<file path="config.mk">
export PLATFORM = sky130hd
export DESIGN_NAME = param_bit_sorter
export DESIGN_NICKNAME = d
export VERILOG_FILES = /design/src/rtl/param_bit_sorter_pkg.sv /design/src/rtl/param_bit_sorter_popcount.sv /design/src/rtl/param_bit_sorter.sv
export SDC_FILE = /design/constraint.sdc
export NUM_CORES = 1
export LEC_CHECK = 0
export ABC_AREA = 0
export CAP_MARGIN = 20
export CORE_MARGIN = 2
export CORE_UTILIZATION = 40
export DETAILED_ROUTE_END_ITERATION = 8
export HOLD_SLACK_MARGIN = 0.03
export PLACE_DENSITY_LB_ADDON = 0.25
export SLEW_MARGIN = 20
export SYNTH_ARGS = -nofsm -noshare
export SYNTH_HDL_FRONTEND = slang
export SYNTH_HIERARCHICAL = 1
export SYNTH_SLANG_ARGS = --single-unit
</file>
<file path="constraint.sdc">
create_clock -name ck -period 10.2 [get_ports ck]
set_clock_uncertainty 0.2 [all_clocks]
set_input_delay 2.04 -clock ck [delete_from_list [all_inputs] [get_ports ck]]
set_output_delay 2.04 -clock ck [all_outputs]
set_load 0.1 [all_outputs]
</file>
<file path="src/rtl/param_bit_sorter_pkg.sv">
// Shared types and helpers for the serial bit sorter.
`timescale 1ns/1ps
package sorter_pkg;

  // Two-state sequencer: waiting for a word, or streaming one out.
  typedef enum logic {
    IDLE = 1'b0,
    EMIT = 1'b1
  } state_e;

  // Counter width that can index n items, never narrower than one bit.
  function automatic int clog2_min1(input int n);
    int r;
    r = 0;
    while ((1 << r) < n) r++;
    return (r < 1) ? 1 : r;
  endfunction

endpackage

</file>
<file path="src/rtl/param_bit_sorter_popcount.sv">
// Combinational ones counter for a WIDTH-bit word.
`timescale 1ns/1ps
module popcount #(
  parameter int WIDTH = 8
) (
  input  logic [WIDTH-1:0]             in,
  output logic [$clog2(WIDTH+1)-1:0]   count
);

  localparam int CW = $clog2(WIDTH+1);

  // Sum every bit of the word into the running count.
  always_comb begin
    // NOTE: blocking assignments here build a chain of adders evaluated in
    // order; each iteration must see the previous partial sum immediately.
    count = '0;
    for (int i = 0; i < WIDTH; i++) begin
      count = count + CW'(in[i]);
    end
  end

endmodule

</file>
<file path="src/rtl/param_bit_sorter.sv">
// Serial binary sorter: latches a word, then streams its bits one per clock,
// zeros-first or ones-first, with a popcount output and back-to-back loading.
`timescale 1ns/1ps
module param_bit_sorter
  import sorter_pkg::*;
#(
  parameter int WIDTH = 8
) (
  input  logic                         ck,
  input  logic                         reset,
  input  logic [WIDTH-1:0]             in,
  input  logic                         ld,
  input  logic                         desc,
  output logic                         rdy,
  output logic                         VO,
  output logic                         out,
  output logic                         last,
  output logic [$clog2(WIDTH+1)-1:0]   ones
);

  localparam int CW = $clog2(WIDTH+1);
  localparam int IW = clog2_min1(WIDTH);
  // Compare width: one spare bit so WIDTH itself is representable.
  localparam int EW = CW + 1;

  state_e          state_q, state_d;
  logic [IW-1:0]   idx_q,   idx_d;
  logic [CW-1:0]   ones_q,  ones_d;
  logic            desc_q,  desc_d;

  logic [CW-1:0]   pop_count;
  logic            emit;
  logic            last_idx;
  logic            load_acc;
  logic [EW-1:0]   idx_x;
  logic [EW-1:0]   ones_x;
  logic [EW-1:0]   thresh_x;

  popcount #(.WIDTH(WIDTH)) u_popcount (
    .in    (in),
    .count (pop_count)
  );

  // Handshake and index decode; rdy depends on state only, never on ld.
  assign emit     = (state_q == EMIT);
  assign last_idx = (idx_q == IW'(WIDTH - 1));
  assign rdy      = !emit || last_idx;
  assign load_acc = ld && rdy;

  // Zeros-first: a bit is 1 once idx reaches WIDTH-ones.
  // Ones-first:  a bit is 1 while idx is below ones.
  assign idx_x    = EW'(idx_q);
  assign ones_x   = EW'(ones_q);
  assign thresh_x = EW'(WIDTH) - ones_x;

  assign VO   = emit;
  assign out  = emit && (desc_q ? (idx_x < ones_x) : (idx_x >= thresh_x));
  assign last = emit && last_idx;
  assign ones = ones_q;

  // Next-state logic: accept a load, advance the index, or drop back to IDLE.
  always_comb begin
    // NOTE: every variable gets a default first so no path leaves it
    // unassigned; otherwise synthesis would infer a latch.
    state_d = state_q;
    idx_d   = idx_q;
    ones_d  = ones_q;
    desc_d  = desc_q;
    if (load_acc) begin
      state_d = EMIT;
      idx_d   = '0;
      ones_d  = pop_count;
      desc_d  = desc;
    end else if (emit) begin
      if (last_idx) begin
        state_d = IDLE;
        idx_d   = '0;
      end else begin
        idx_d   = idx_q + IW'(1);
      end
    end
  end

  // State registers with synchronous reset taking priority over any load.
  always_ff @(posedge ck) begin
    // NOTE: non-blocking assignments so every register samples the values
    // from before this edge, independent of statement order.
    if (reset) begin
      state_q <= IDLE;
      idx_q   <= '0;
      ones_q  <= '0;
      desc_q  <= 1'b0;
    end else begin
      state_q <= state_d;
      idx_q   <= idx_d;
      ones_q  <= ones_d;
      desc_q  <= desc_d;
    end
  end

endmodule
</file>
# Word level (Yosys, flattened, before mapping)
# Index checks and enable logic that the tools add are counted.
# totals
input_bits	12
romBits	0
regBits	9
out_inout_bits	8
mem_bits_rw	0
latch_bits	0
word_cells	27
n_memories	0
# op_classes
n_shift	0
n_mul	0
n_bitwise	0
div	0
magnitude_cmp	2
add_sub_neg	9
n_reduce_logical	6
n_eq_ne	1
mux	5
# op_table
operator	n
$add 4x1->4	6
$ge 3x5->1	1
$sub 4x4->5 const A	1
$lt 3x4->1	1
$mux 1	4
$add 3x1->3 const B	1
$eq 3x3->1 const B	1
$logic_and 1x1->1	3
$mux 3	1
$add 1x1->2	1
$reduce_or 2->1	1
$logic_not 1->1	1
$logic_or 1x1->1	1

# Depth between registers and ports, before layout
# Gate-level depths: netlist of run 1.
# logic_depth
ltp_word	7
depth_mapped	11
depth_no_buf	11

# By module
# The synthesis of run 1 kept the hierarchy.
# by_module_without_submodules
module	area_per_inst_um2	seq_area_each_um2	cells_per_inst	instances
param_bit_sorter	575.6	180.2	67	1
popcount	190.2	0.0	24	1

# Worst setup path before layout of run 1
# OpenSTA, ideal clock, no wires.
# synth_path
kind	register to output
start	register ones_q[1], in the netlist ones[1]
end	output port out
required_ns	7.960
path_slack_ns	4.027
path_stages_with_launch	7
arrival_ns	3.933
path_buffers	0
path_cell_list	dfxtp_1 -> inv_1 -> ha_1 -> nor2b_1 -> o21ai_0 -> a21oi_1 -> o21ai_0
# synth_via
elab_chain_cells	4
word_cells_on_any_way	5
cone_classes	add/sub: 1; order compare: 2; mux: 1; reduce/logical: 1
# synth_rtl
element	line	rtl
start, declared	param_bit_sorter.sv:28	logic [CW-1:0] ones_q, ones_d;
start signal, assigned	param_bit_sorter.sv:96	ones_q <= ones_d;
$sub 4x4->5	param_bit_sorter.sv:54	assign thresh_x = EW'(WIDTH) - ones_x;
$ge 3x5->1	param_bit_sorter.sv:57	assign out = emit && (desc_q ? (idx_x < ones_x) : (idx_x >= thresh_x));
$mux 1 *	param_bit_sorter.sv:57	
$logic_and 1x1->1 *	param_bit_sorter.sv:57	
end, declared	param_bit_sorter.sv:16	output logic out,
# Mark *: on every way between the ends. The rest lies on a longest branch, timed or not.

# Worst setup path in the final report of run 1
# layout_path
start	register ones_q[0], in the netlist ones[0]
end	output port out
# The elaborated chain is that of the path after synthesis.

==> results of run 1 <==
## final cells by class
cell class,instances,share of cell area (%)
tap,25,3.21
multi-input combinational,57,48.1
clock buffer,4,2.69
timing repair buffer,19,19.5
inverter,21,8.08
sequential,9,18.5
## worst reg2reg max path, delay by kind of cell, from the launching register on
kind / cells / cell delay [ns]
and+or+nand+nor: 3 / 0.43
DFF: 1 / 0.34
adders and majority gates: 2 / 0.39
AOI/OAI and AO/OA: 1 / 0.17
## registers in the layout (all words and copies together), names as in the netlist
signal  count
desc_q      1
idx_q       3
ones        4
VO          1
## logic make-up after synthesis
group | count (synthesis)
AO/OA/AOI/OAI | 14
flip-flops | 9
buffers and inverters | 25
XOR/XNOR | 2
multiplexers | 5
adder cells (fa/ha/maj) | 15
AND/OR/NAND/NOR | 21
## routing by layer
metal | up-vias | routed length [um] | GRT usage [%]
met5 | - | 0 | 0
met4 | 0 | 18 | 6.49
met3 | 2 | 70 | 4.53
met2 | 17 | 613 | 24.8
met1 | 278 | 705 | 21.8
li1 | 326 | - | -
## final timing paths
kind	start	end	slack, ns	cells past startpoint
max	ones[0]	out	4.97	9
min reg2reg	desc_q	desc_q	0.35	2
min	desc_q	desc_q	0.35	2
max reg2reg	idx_q[0]	ones[1]	8.57	6
## power breakdown
part	internal, mW	switching, mW
Clock	0.0151	0.0136
Combinational	0.0272	0.0461
Sequential	0.0380	0.00333
Total	0.0803	0.0630
## synthesized netlist by cell type
library cell / instances / area share, %
nor2_1: 8 / 3.9
inv_1: 21 / 10
xor2_1: 1 / 1.1
ha_1: 11 / 18
mux2i_1: 5 / 6.5
nor3_1: 3 / 2.0
o21ai_0: 3 / 2.0
buf_1: 1 / 0.49
nand4b_1: 1 / 1.1
nand2b_4: 1 / 1.8
fa_1: 4 / 10
and2_4: 1 / 1.1
a21oi_1: 11 / 7.2
nor2b_1: 3 / 2.5
and2_2: 1 / 0.98
dfxtp_1: 9 / 24
nand2_1: 3 / 1.5
buf_6: 3 / 4.4
xnor2_1: 1 / 1.1
## stage by stage
| stage | hold slack [ns] | cell area, um2 | power, mW |
|---|---|---|---|
| floorplan | 0.274 | 766 | 0.0985 |
| global placement | 0.329 | 950 | 0.113 |
| detailed placement | 0.339 | 950 | 0.116 |
| CTS | 0.351 | 976 | 0.145 |
| global route | 0.387 | 976 | 0.154 |
| finish | 0.355 | 976 | 0.143 |
==> qor.txt, run 1 <==
period utilization: 51.3%
layout cells sized above 1: 5.45%
via count: 623
CP Buf/Inv Count: 2
maxcap violations: 0
Mapped Nets: 118
worst path cell trace: inv_1 -> ha_1 -> xor2_1 -> ha_1 -> nand2_1 -> o21ai_0 -> nand4b_1 -> o21ai_0 -> clkdlybuf4s50_1
largest net degree at the start of global routing: 10
worst skew pair latency: 0.27 ns
clock root buffer: clkbuf_4
die area: 2280 um2
Slew HR: 35.4%
crit path kind: reg -> out
Inserted Diodes: 0
Place WS: 4.90 ns
most common cell after layout, fill and taps aside: inv_1
final cell count without fillers: 135
largest family of logic cells by synthesized area: adder cells
VDD IR max: 0.0688 mV
status: complete, no violations
Yosys reg bits: 9
area of the multi-input gates: 469 um2
CTS clk-pin slew, worst paths: 0.07 ns
fin util: 55.3%
endpoints failing hold: 0
maximum clock frequency: 0.191 GHz
DRC errors left: 0
Starting Density: 43.4%
core footprint: 1760 um2
Sinks on Clock Net: 9
I/O pins: 20
HP Class: reg -> reg
crit-path leading delay family: buffers and inverters
CP max stage delay: 1.15 ns
Post-Synth Adder-Cell Area: 28.4%
sequential area share after synthesis: 23.5%
drt via density: 4.61
drt initial violations: 10
Leak: 0.457 nW
total negative slack: 0 ns
Placed Cells: 131
drt pass-1 iters: 4
port bufs: 19
postcts setup bufs: 0
Worst EP arrival: 2.99 ns
Resized cells post-CTS: 0
mux share of post-synthesis cell area: 6.54%
Compound-Gate Fraction of Synth Area: 9.15%
row count: 15
vias in the first global route: 570
CP max FO: 4
Max Root-Sink Buffers: 2
startpoint types: register
H-tree Lvls: 1
Hold Buf Count CTS: 0
FF/Latch Area: 180 um2
HPWL after detailed placement: 1190 um
Final Wtd Congestion: 0.864
Slew Limit Fails: 0
Routed WL per cell: 10.4 um
yosys warns: 6
final WL: 1410 um
most frequent cells in the layout: inv_1 (21), clkdlybuf4s50_1 (19), a21oi_1 (11), ha_1 (11), dfxtp_1 (9)
Die X: 47.8 um
Num CTS Buffers: 3
worst slew pin tran: 0.966 ns
syn_area_per_cell: 8.41 um2
CTS tree: built
XOR/XNOR Fraction of Synth Area: 2.29%
Final setup viols: 0
Post-Syn Area: 766 um2
final-layout fill cell count: 175
Synth Instances: 91
fin crit period: 5.23 ns
Crit. End Element: output port
Congestion Overflow GR: 0
Area Overhead vs Synth: 27.5%
number of routed nets with antenna violations: 0
GRT Util Overall: 16.3%
P per Cell Area: 147 nW/um2
initial antenna violation count: 0
DIE HEIGHT: 47.8 um
required time worst endpoint: 7.96 ns
first-pass GRT wire length: 2500 um
RSZ-0062 raised after global routing: false
Final nets: 138
worst setup margin: 4.97 ns
area share of and/or/nand/nor cells after synthesis: 14.9%
Critical-path top delay cell: clkdlybuf4s50_1
count of different cell masters after synthesis: 19
No activity file was read; power rests on OpenSTA's default activity.
==> inputs of run 2 (changes only) <==
==> constraint.sdc (replaced) <==
create_clock -name ck -period 4.3 [get_ports ck]
set_clock_uncertainty 0.2 [all_clocks]
set_input_delay 0.86 -clock ck [delete_from_list [all_inputs] [get_ports ck]]
set_output_delay 0.86 -clock ck [all_outputs]
set_load 0.1 [all_outputs]
==> run 2 against run 1 <==
Against the previous run:
- via count grew 0.16%
- register-to-register slack worse by 5.9 ns
- count of clock-buffer cells in the layout is the same
- total power rose by 130%
- routed wire length is 7.4% lower
- combinational power up 130%
- cell count did not move
- die area unchanged
- sequential power up 140%
- sequential share of layout area hardly changed
- critical endpoint is now ones[2]
==> qor.txt, run 2 (synthesis gave the netlist of run 1 again) <==
Congestion Overflow GR: 0 (unchanged)
layout cells sized above 1: 6.36% (was 5.45%)
Slew HR: 35.3% (was 35.4%)
Slew Limit Fails: 0 (unchanged)
HPWL after detailed placement: 1120 um (was 1190 um)
worst setup margin: 0.510 ns (was 4.97 ns)
final instance area: 973 um2 (was 976 um2)
Routed WL per cell: 9.65 um (was 10.4 um)
Max Root-Sink Buffers: 2 (unchanged)
postcts setup bufs: 0 (unchanged)
CP max FO: 2 (was 4)
VDD IR max: 0.185 mV (was 0.0688 mV)
worst skew pair latency: 0.25 ns (was 0.27 ns)
Inserted Diodes: 0 (unchanged)
number of routed nets with antenna violations: 0 (unchanged)
drt pass-1 iters: 4 (unchanged)
RSZ-0062 raised after global routing: false (unchanged)
total negative slack: 0 ns (unchanged)
first-pass GRT wire length: 2280 um (was 2500 um)
fin crit period: 3.79 ns
Resized cells post-CTS: 0 (unchanged)
port bufs: 19 (unchanged)
required time worst endpoint: 4.24 ns (was 7.96 ns)
Final nets: 138 (unchanged)
DIE HEIGHT: 47.8 um (unchanged)
Place WS: 0.226 ns (was 4.90 ns)
status: complete, no violations (unchanged)
Crit. End Element: register (was output port)
Placed Cells: 131 (unchanged)
clock root buffer: clkbuf_4 (unchanged)
Final setup viols: 0 (unchanged)
Final Wtd Congestion: 0.842 (was 0.864)
CTS clk-pin slew, worst paths: 0.06 ns (was 0.07 ns)
endpoints failing hold: 0 (unchanged)
final-layout fill cell count: 173 (was 175)
die area: 2280 um2 (unchanged)
Worst EP arrival: 3.73 ns (was 2.99 ns)
H-tree Lvls: 1 (unchanged)
Post-DP Area: 947 um2 (was 950 um2)
final cell count without fillers: 135 (unchanged)
Largest register FFs: 4 (unchanged)
Final Hold Slack: 0.344 ns (was 0.355 ns)
drt initial violations: 8 (was 10)
worst slew pin tran: 0.968 ns (was 0.966 ns)
Starting Density: 43.4% (unchanged)
DRC errors left: 0 (unchanged)
via count: 624 (was 623)
maximum clock frequency: 0.264 GHz
Area Overhead vs Synth: 27.1% (was 27.5%)
crit path kind: in -> reg (was reg -> out)
initial antenna violation count: 0 (unchanged)
row count: 15 (unchanged)
most common cell after layout, fill and taps aside: inv_1 (unchanged)
Leak: 0.459 nW (was 0.457 nW)
Final Power: 0.332 mW (was 0.143 mW)
I/O pins: 20 (unchanged)
final WL: 1300 um (was 1410 um)
period utilization: 88.1%
GRT Util Overall: 14.4% (was 16.3%)
startpoint types: primary input (was register)
most frequent cells in the layout: inv_1 (21), clkdlybuf4s50_1 (18), a21oi_1 (11), ha_1 (11), dfxtp_1 (9) (was inv_1 (21), clkdlybuf4s50_1 (19), a21oi_1 (11), ha_1 (11), dfxtp_1 (9))
CTS tree: built (unchanged)
Die X: 47.8 um (unchanged)
P per Cell Area: 341 nW/um2 (was 147 nW/um2)
HP Class: reg -> reg (unchanged)
drt via density: 4.62 (was 4.61)
core footprint: 1760 um2 (unchanged)
maxcap violations: 0 (unchanged)
vias in the first global route: 578 (was 570)
Hold Buf Count CTS: 0 (unchanged)
largest net degree at the start of global routing: 10 (unchanged)
Sinks on Clock Net: 9 (unchanged)
Num CTS Buffers: 3 (unchanged)
fin util: 55.2% (was 55.3%)
-- run 2: where the power goes --
part           internal, mW  switching (mW)  total [mW]
clock network        0.0357          0.0288      0.0645
logic                0.0631           0.106       0.169
registers            0.0901         0.00779      0.0979
total                 0.189           0.143       0.332
-- run 2: critical path: stages --
cell	delay, ns
clkdlybuf4s50_1	0.45
inv_1	0.05
fa_1	0.54
fa_1	0.42
fa_1	0.43
inv_1	0.07
ha_1	0.16
inv_1	0.06
fa_1	0.37
xnor2_1	0.14
a21oi_1	0.13
nor2_1	0.05
-- run 2: cell type report --
cell class | instances | area [um2] | share of cell area (%)
timing repair buffer | 19 | 188 | 19.3
clock buffer | 4 | 26.3 | 2.70
multi-input combinational | 57 | 469 | 48.2
tap | 25 | 31.3 | 3.21
inverter | 21 | 78.8 | 8.10
sequential | 9 | 180 | 18.5
-- run 2: layer usage --
| metal | GRT usage (%) | part of all wire (%) | wire length [um] | up-vias |
|---|---|---|---|---|
| met2 | 23.2 | 46 | 595 | 16 |
| met1 | 18.8 | 50 | 655 | 284 |
| met4 | 3.24 | 0 | 0 | 0 |
| li1 | - | - | - | 324 |
| met3 | 4.53 | 4.0 | 52 | 0 |
| met5 | 0 | 0 | 0 | - |
-- run 2: final timing paths --
check,from,endpoint,slack (ns),cells after the start
setup reg to reg,idx_q[1],ones[3],2.64,6
setup / recovery,in[0],ones[2],0.51,12
hold / removal,idx_q[0],idx_q[0],0.34,2
hold reg to reg,idx_q[0],idx_q[0],0.34,2
